--- src/rtl/fetch_pkg.sv ---
// Shared constants, FSM state type and counter helper for the fetch stage.
// The FETCH_STATS_EN macro enables the redirect/stall counters in fetch_stage.
package fetch_pkg;

  localparam logic [31:0] RESET_VECTOR = 32'h0000_0000;
  localparam logic [31:0] INSTR_NOP    = 32'h0000_0000;
  localparam int          CNT_W        = 16;

  typedef enum logic {
    BOOT = 1'b0,
    RUN  = 1'b1
  } fetch_state_e;

  // Counters stick at all-ones instead of wrapping back to zero.
  function automatic logic [CNT_W-1:0] sat_inc(input logic [CNT_W-1:0] value);
    return (&value) ? value : value + 1'b1;
  endfunction

endpackage

--- src/rtl/fetch_stage_pc_unit.sv ---
// Program counter register and next-PC selection (hold, jump, branch, PC+4).
// pc drives the instruction memory directly, so there is no added fetch latency.
module pc_unit
  import fetch_pkg::*;
(
  input  logic        clk,
  input  logic        rst,
  input  logic        hold,
  input  logic        jump,
  input  logic        branch,
  input  logic [31:0] pc_plus4_d,
  input  logic [31:0] branch_offset,
  input  logic [25:0] jump_index,
  output logic [31:0] pc,
  output logic [31:0] pc_plus4
);

  logic [31:0] next_pc;

  assign pc_plus4 = pc + 32'd4;

  // Jump outranks a taken branch. Both targets are based on the ID-stage PC+4.
  always_comb begin
    // NOTE: assigning a default first means every path drives next_pc, so no latch is inferred.
    next_pc = pc_plus4;
    if (hold)        next_pc = pc;
    else if (jump)   next_pc = {pc_plus4_d[31:28], jump_index, 2'b00};
    else if (branch) next_pc = pc_plus4_d + (branch_offset << 2);
  end

  always_ff @(posedge clk or posedge rst) begin
    // NOTE: registers use non-blocking assignments so every flop samples its pre-edge inputs.
    if (rst) pc <= RESET_VECTOR;
    else     pc <= next_pc;
  end

endmodule

--- src/rtl/fetch_stage.sv ---
// IF stage: PC unit, IF/ID pipeline register and BOOT/RUN sequencing.
// Defining FETCH_STATS_EN adds the saturating brTakenCnt, jumpCnt and stallCnt outputs.
module fetch_stage
  import fetch_pkg::*;
(
  input  logic             clk,
  input  logic             rst,
  input  logic             PCSrcS,
  input  logic             jumpS,
  input  logic             FlushS,
  input  logic             stall,
  input  logic [31:0]      branchOffsetD,
  input  logic [25:0]      jumpIndexD,
  output logic [31:0]      instrAddr,
  input  logic [31:0]      instrData,
  output logic [31:0]      instrD,
  output logic [31:0]      pcPlus4D,
`ifdef FETCH_STATS_EN
  output logic [CNT_W-1:0] brTakenCnt,
  output logic [CNT_W-1:0] jumpCnt,
  output logic [CNT_W-1:0] stallCnt,
`endif
  output logic             validD
);

  fetch_state_e state;
  logic [31:0]  pc_plus4;
  logic         run_go;

  // A redirect or fetch is accepted only in an unstalled RUN cycle.
  assign run_go = (state == RUN) && !stall;

  pc_unit u_pc (
    .clk           (clk),
    .rst           (rst),
    .hold          (!run_go),
    .jump          (jumpS),
    .branch        (PCSrcS),
    .pc_plus4_d    (pcPlus4D),
    .branch_offset (branchOffsetD),
    .jump_index    (jumpIndexD),
    .pc            (instrAddr),
    .pc_plus4      (pc_plus4)
  );

  always_ff @(posedge clk or posedge rst) begin
    if (rst) begin
      state    <= BOOT;
      instrD   <= INSTR_NOP;
      pcPlus4D <= RESET_VECTOR;
      validD   <= 1'b0;
    end else begin
      case (state)
        BOOT: begin
          state  <= RUN;
          validD <= 1'b0;
        end
        RUN: begin
          if (!stall) begin
            pcPlus4D <= pc_plus4;
            if (FlushS) begin
              instrD <= INSTR_NOP;
              validD <= 1'b0;
            end else begin
              instrD <= instrData;
              validD <= 1'b1;
            end
          end
        end
        default: state <= BOOT;
      endcase
    end
  end

`ifdef FETCH_STATS_EN
  always_ff @(posedge clk or posedge rst) begin
    if (rst) begin
      brTakenCnt <= '0;
      jumpCnt    <= '0;
      stallCnt   <= '0;
    end else if (state == RUN) begin
      if (stall)                 stallCnt   <= sat_inc(stallCnt);
      if (run_go && jumpS)       jumpCnt    <= sat_inc(jumpCnt);
      if (run_go && PCSrcS && !jumpS) brTakenCnt <= sat_inc(brTakenCnt);
    end
  end
`endif

endmodule

--- config.mk ---
export PLATFORM = sky130hd
export DESIGN_NAME = fetch_stage
export DESIGN_NICKNAME = d
export VERILOG_FILES = /design/src/rtl/fetch_pkg.sv /design/src/rtl/fetch_stage_pc_unit.sv /design/src/rtl/fetch_stage.sv
export SDC_FILE = /design/constraint.sdc
export NUM_CORES = 1
export LEC_CHECK = 0
export CAP_MARGIN = 0
export CORE_ASPECT_RATIO = 1.5
export CORE_MARGIN = 2
export CORE_UTILIZATION = 28
export DETAILED_ROUTE_END_ITERATION = 12
export GPL_TIMING_DRIVEN = 0
export MAX_ROUTING_LAYER = met4
export SYNTH_ARGS = -nofsm -noshare
export SYNTH_HDL_FRONTEND = slang
export SYNTH_SLANG_ARGS = --single-unit
--- constraint.sdc ---
create_clock -name clk -period 3.3 [get_ports clk]
set_clock_uncertainty 0.05 [all_clocks]
set_input_delay 0.495 -clock clk [delete_from_list [all_inputs] [get_ports clk]]
set_output_delay 0.495 -clock clk [all_outputs]
set_load 0.01 [all_outputs]
==> flow_summary.yaml <==
run_status:
  outcome: "complete, no violations"
floorplan:
  ios: 193
  fp.dieH_um: 188
  die_w_um: 127
  row_count: 67
  die-area_um2: 23800
  core_um2: 22300
  start_util_pct: 28.3
setup_path:
  r2r_slack_ns: 0.32
  r2r_cells: 10
  crit_arrival_ns: 3.30
  rr_endpoint: "u_pc.pc[28]"
  crit_type: "primary input to flop"
  critPathLaunchType: "primary input"
  r2r_start: "pcPlus4D[8]"
  crit_fanout: 3
  required_ns: 3.47
  cp-end-kind: "flop"
timing:
  fmax_mhz: 319
  post-route-min-period_ns: 3.13
  hold_viol_final: 0
  worst_pin_slew_ns: 0.934
  setup-violations-final: 0
  slew_violations: 0
  slew_headroom_pct: 37.5
  finalCritPeriodShare_pct: 94.8
  holdWs_ns: 0.415
  rsz0062_at_grt: "false"
synthesis:
  synth_area_um2: 6320
  synthTopCellsByCount: "151 x nand2_1, 98 x dfrtp_1, 73 x o21ai_0"
  ys_types: 58
  synth_seq_cells: 98
  synth_area_per_cell_um2: 8.38
  async_reset_ff_share_pct: 100
  yosysMostFrequentCell: "nand2_1"
  synth.top_cell.area_share_pct: 38.8
  synth.largest_area_cell: "dfrtp_1"
  syn_inst: 754
  synth.top_cells.by_area: "dfrtp_1 39%, nand2_1 9.0%, ha_1 5.9%"
  ys_warn_count: 0
  syn_nets: 881
  ys_seq_area_share_pct: 38.8
  synth-edff-count: 0
  synthFlopType: "dfrtp_1"
min_path:
  hp-start: "instrD[21]"
  hold_end: "instrD[21]"
  min_path_cells: 2
  hold_path.class: "flop to flop"
finish:
  area_delta_synth_final_pct: 41.3
  fillers: 2311
  final_cells: 1237
  finish.net_count: 1081
  drive_gt1_share_pct: 4.07
route:
  drt_wl_total_mm: 22.9
  vias: 6354
  m1WireLength_mm: 8.99
  top_layer: "met4"
  drc: 0
  routed_via_density: 5.14
  wl_met2_mm: 11.5
  avgRoutedWirePerCell_um: 18.5
  drt-initial-drc-count: 305
  ant_nets: 0
  dr_wl_met3_mm: 1.46
  firstDrtPassIters: 5
clock_network:
  cts_tree: "built"
  postCtsSetupBuffers: 0
  cts_made_buffers: 9
  clk_latency_ns: 0.35
  clockRootBuffer: "clkbuf_16"
  clk_path_buf_depth: 2
  cts.clk_slew.worst_paths_ns: 0.07
  htree_levels: 3
  cts_sinks: 98
power_and_ir_drop:
  pwr-share-clk_pct: 22.7
  p_leak_nw: 3.86
  p_sw_share_pct: 37.3
  peakVddDrop_mv: 0.234
  power_frac_seq_pct: 35.3
  combPwrFrac_pct: 42.0
  p_sw_mw: 1.78
  power_density_nw_per_um2: 535
  p_int_mw: 3.00
grt:
  grt_max_degree: 52
  first_global_vias: 6348
  grt_pass1_wl_mm: 35.3
  gr-total-overflow: 0
  antenna_found_initial: 2
  gr-usage-all-layers_pct: 19.5
placed_design:
  post-dp-hpwl_mm: 17.7
  dp.cells: 1220
  gp_congestion: 0.907
  portBuffers: 189
run:
  drv_cap: 0
-- cell usage in the layout, fill, tap and decap left out, drive strengths merged, types with 6 or more instances in the layout --
| cell | count |
|---|---|
| a211oi | 9 |
| a21o | 19 |
| a21oi | 47 |
| and2 | 7 |
| and3 | 14 |
| clkbuf | 51 |
| clkdlybuf4s50 | 189 |
| dfrtp | 98 |
| ha | 30 |
| inv | 11 |
| nand2 | 151 |
| nand2b | 7 |
| nand3 | 18 |
| nand3b | 32 |
| nand4 | 10 |
| nor2 | 47 |
| nor3 | 10 |
| o211ai | 6 |
| o21ai | 74 |
| o31ai | 6 |
| xnor2 | 28 |
| xor2 | 24 |
-- how the worst max path moves through the flow --
stage | from | to
after floorplan | rst | instrD[0]
after global placement | rst | pcPlus4D[8]
after detailed placement | branchOffsetD[0] | u_pc.pc[30]
after CTS | branchOffsetD[0] | u_pc.pc[20]
after global routing | branchOffsetD[0] | u_pc.pc[20]
final | branchOffsetD[0] | u_pc.pc[20]
-- layout make-up --
type | count | area [µm²] | area share (%)
Clock buffer | 9 | 225 | 2.52
Antenna cell | 2 | 5.00 | 0.0561
Tap cell | 276 | 345 | 3.87
Clock inverter | 7 | 76.3 | 0.855
Timing Repair Buffer | 190 | 1920 | 21.5
Sequential cell | 98 | 2450 | 27.5
Multi-Input combinational cell | 599 | 3680 | 41.2
Inverter | 11 | 43.8 | 0.491
Buffer | 45 | 184 | 2.06
-- per-layer routing --
| metal | vias up | global-route usage (%) |
|---|---|---|
| li1 | 3061 | - |
| met1 | 3005 | 22.3 |
| met2 | 234 | 32.6 |
| met3 | 54 | 3.57 |
| met4 | 0 | 9.81 |
| met5 | - | - |
-- critical path: stages --
cell and delay (ns):
clkdlybuf4s50_1 0.42, ha_1 0.23, fa_2 0.37, a21oi_2 0.18
o21ai_2 0.11, a211o_1 0.34, o211a_1 0.16, a41o_1 0.33
a41oi_2 0.23, xnor2_1 0.09, a211oi_1 0.24, o21ai_0 0.11
-- power by group through the flow --
| stage | clock, mW | sequential (mW) | combinational, mW |
|---|---|---|---|
| final | 1.08 | 1.69 | 2.01 |
| after global routing | 1.16 | 1.72 | 2.21 |
| after CTS | 1.12 | 1.69 | 2.00 |
| after detailed placement | 0 | 1.71 | 1.98 |
| after global placement | 0 | 1.70 | 1.96 |
| after floorplan | 0 | 1.73 | 1.02 |
-- cells by family after synthesis --
kind of cell	share of synthesized area, %
AO/OA/AOI/OAI	19.9
XOR/XNOR	7.21
adder cells (fa/ha/maj)	6.26
buffers and inverters	3.62
flip-flops	38.8
multiplexers	0.634
other	0.0593
AND/OR/NAND/NOR	23.5
-- state kept, by name, indices dropped and copies added, names as in the netlist --
name,flops
instrD,32
pcPlus4D,32
u_pc.pc,32
state,1
validD,1
-- what timing repair did --
item,CTS,global route
setup endpoints to repair,5,7
cloned,0,0
gates resized for setup,2,7
pin swaps,0,0
hold buffers,0,0
-- metrics by stage --
stage / area (µm²) / setup slack [ns] / util, % / TNS, ns / total power, mW
final: 8930 / 0.170 / 40.0 / 0 / 4.78
after global placement: 8560 / -1.62 / 38.4 / -161.07 / 3.67
after global routing: 8930 / 0.0383 / 40.0 / 0 / 5.09
after floorplan: 6320 / 0.193 / - / 0 / 2.75
after detailed placement: 8590 / -0.494 / 38.5 / -3.05 / 3.69
after CTS: 8900 / 0.000929 / 39.9 / 0 / 4.80
No activity file was read; power rests on OpenSTA's default activity.
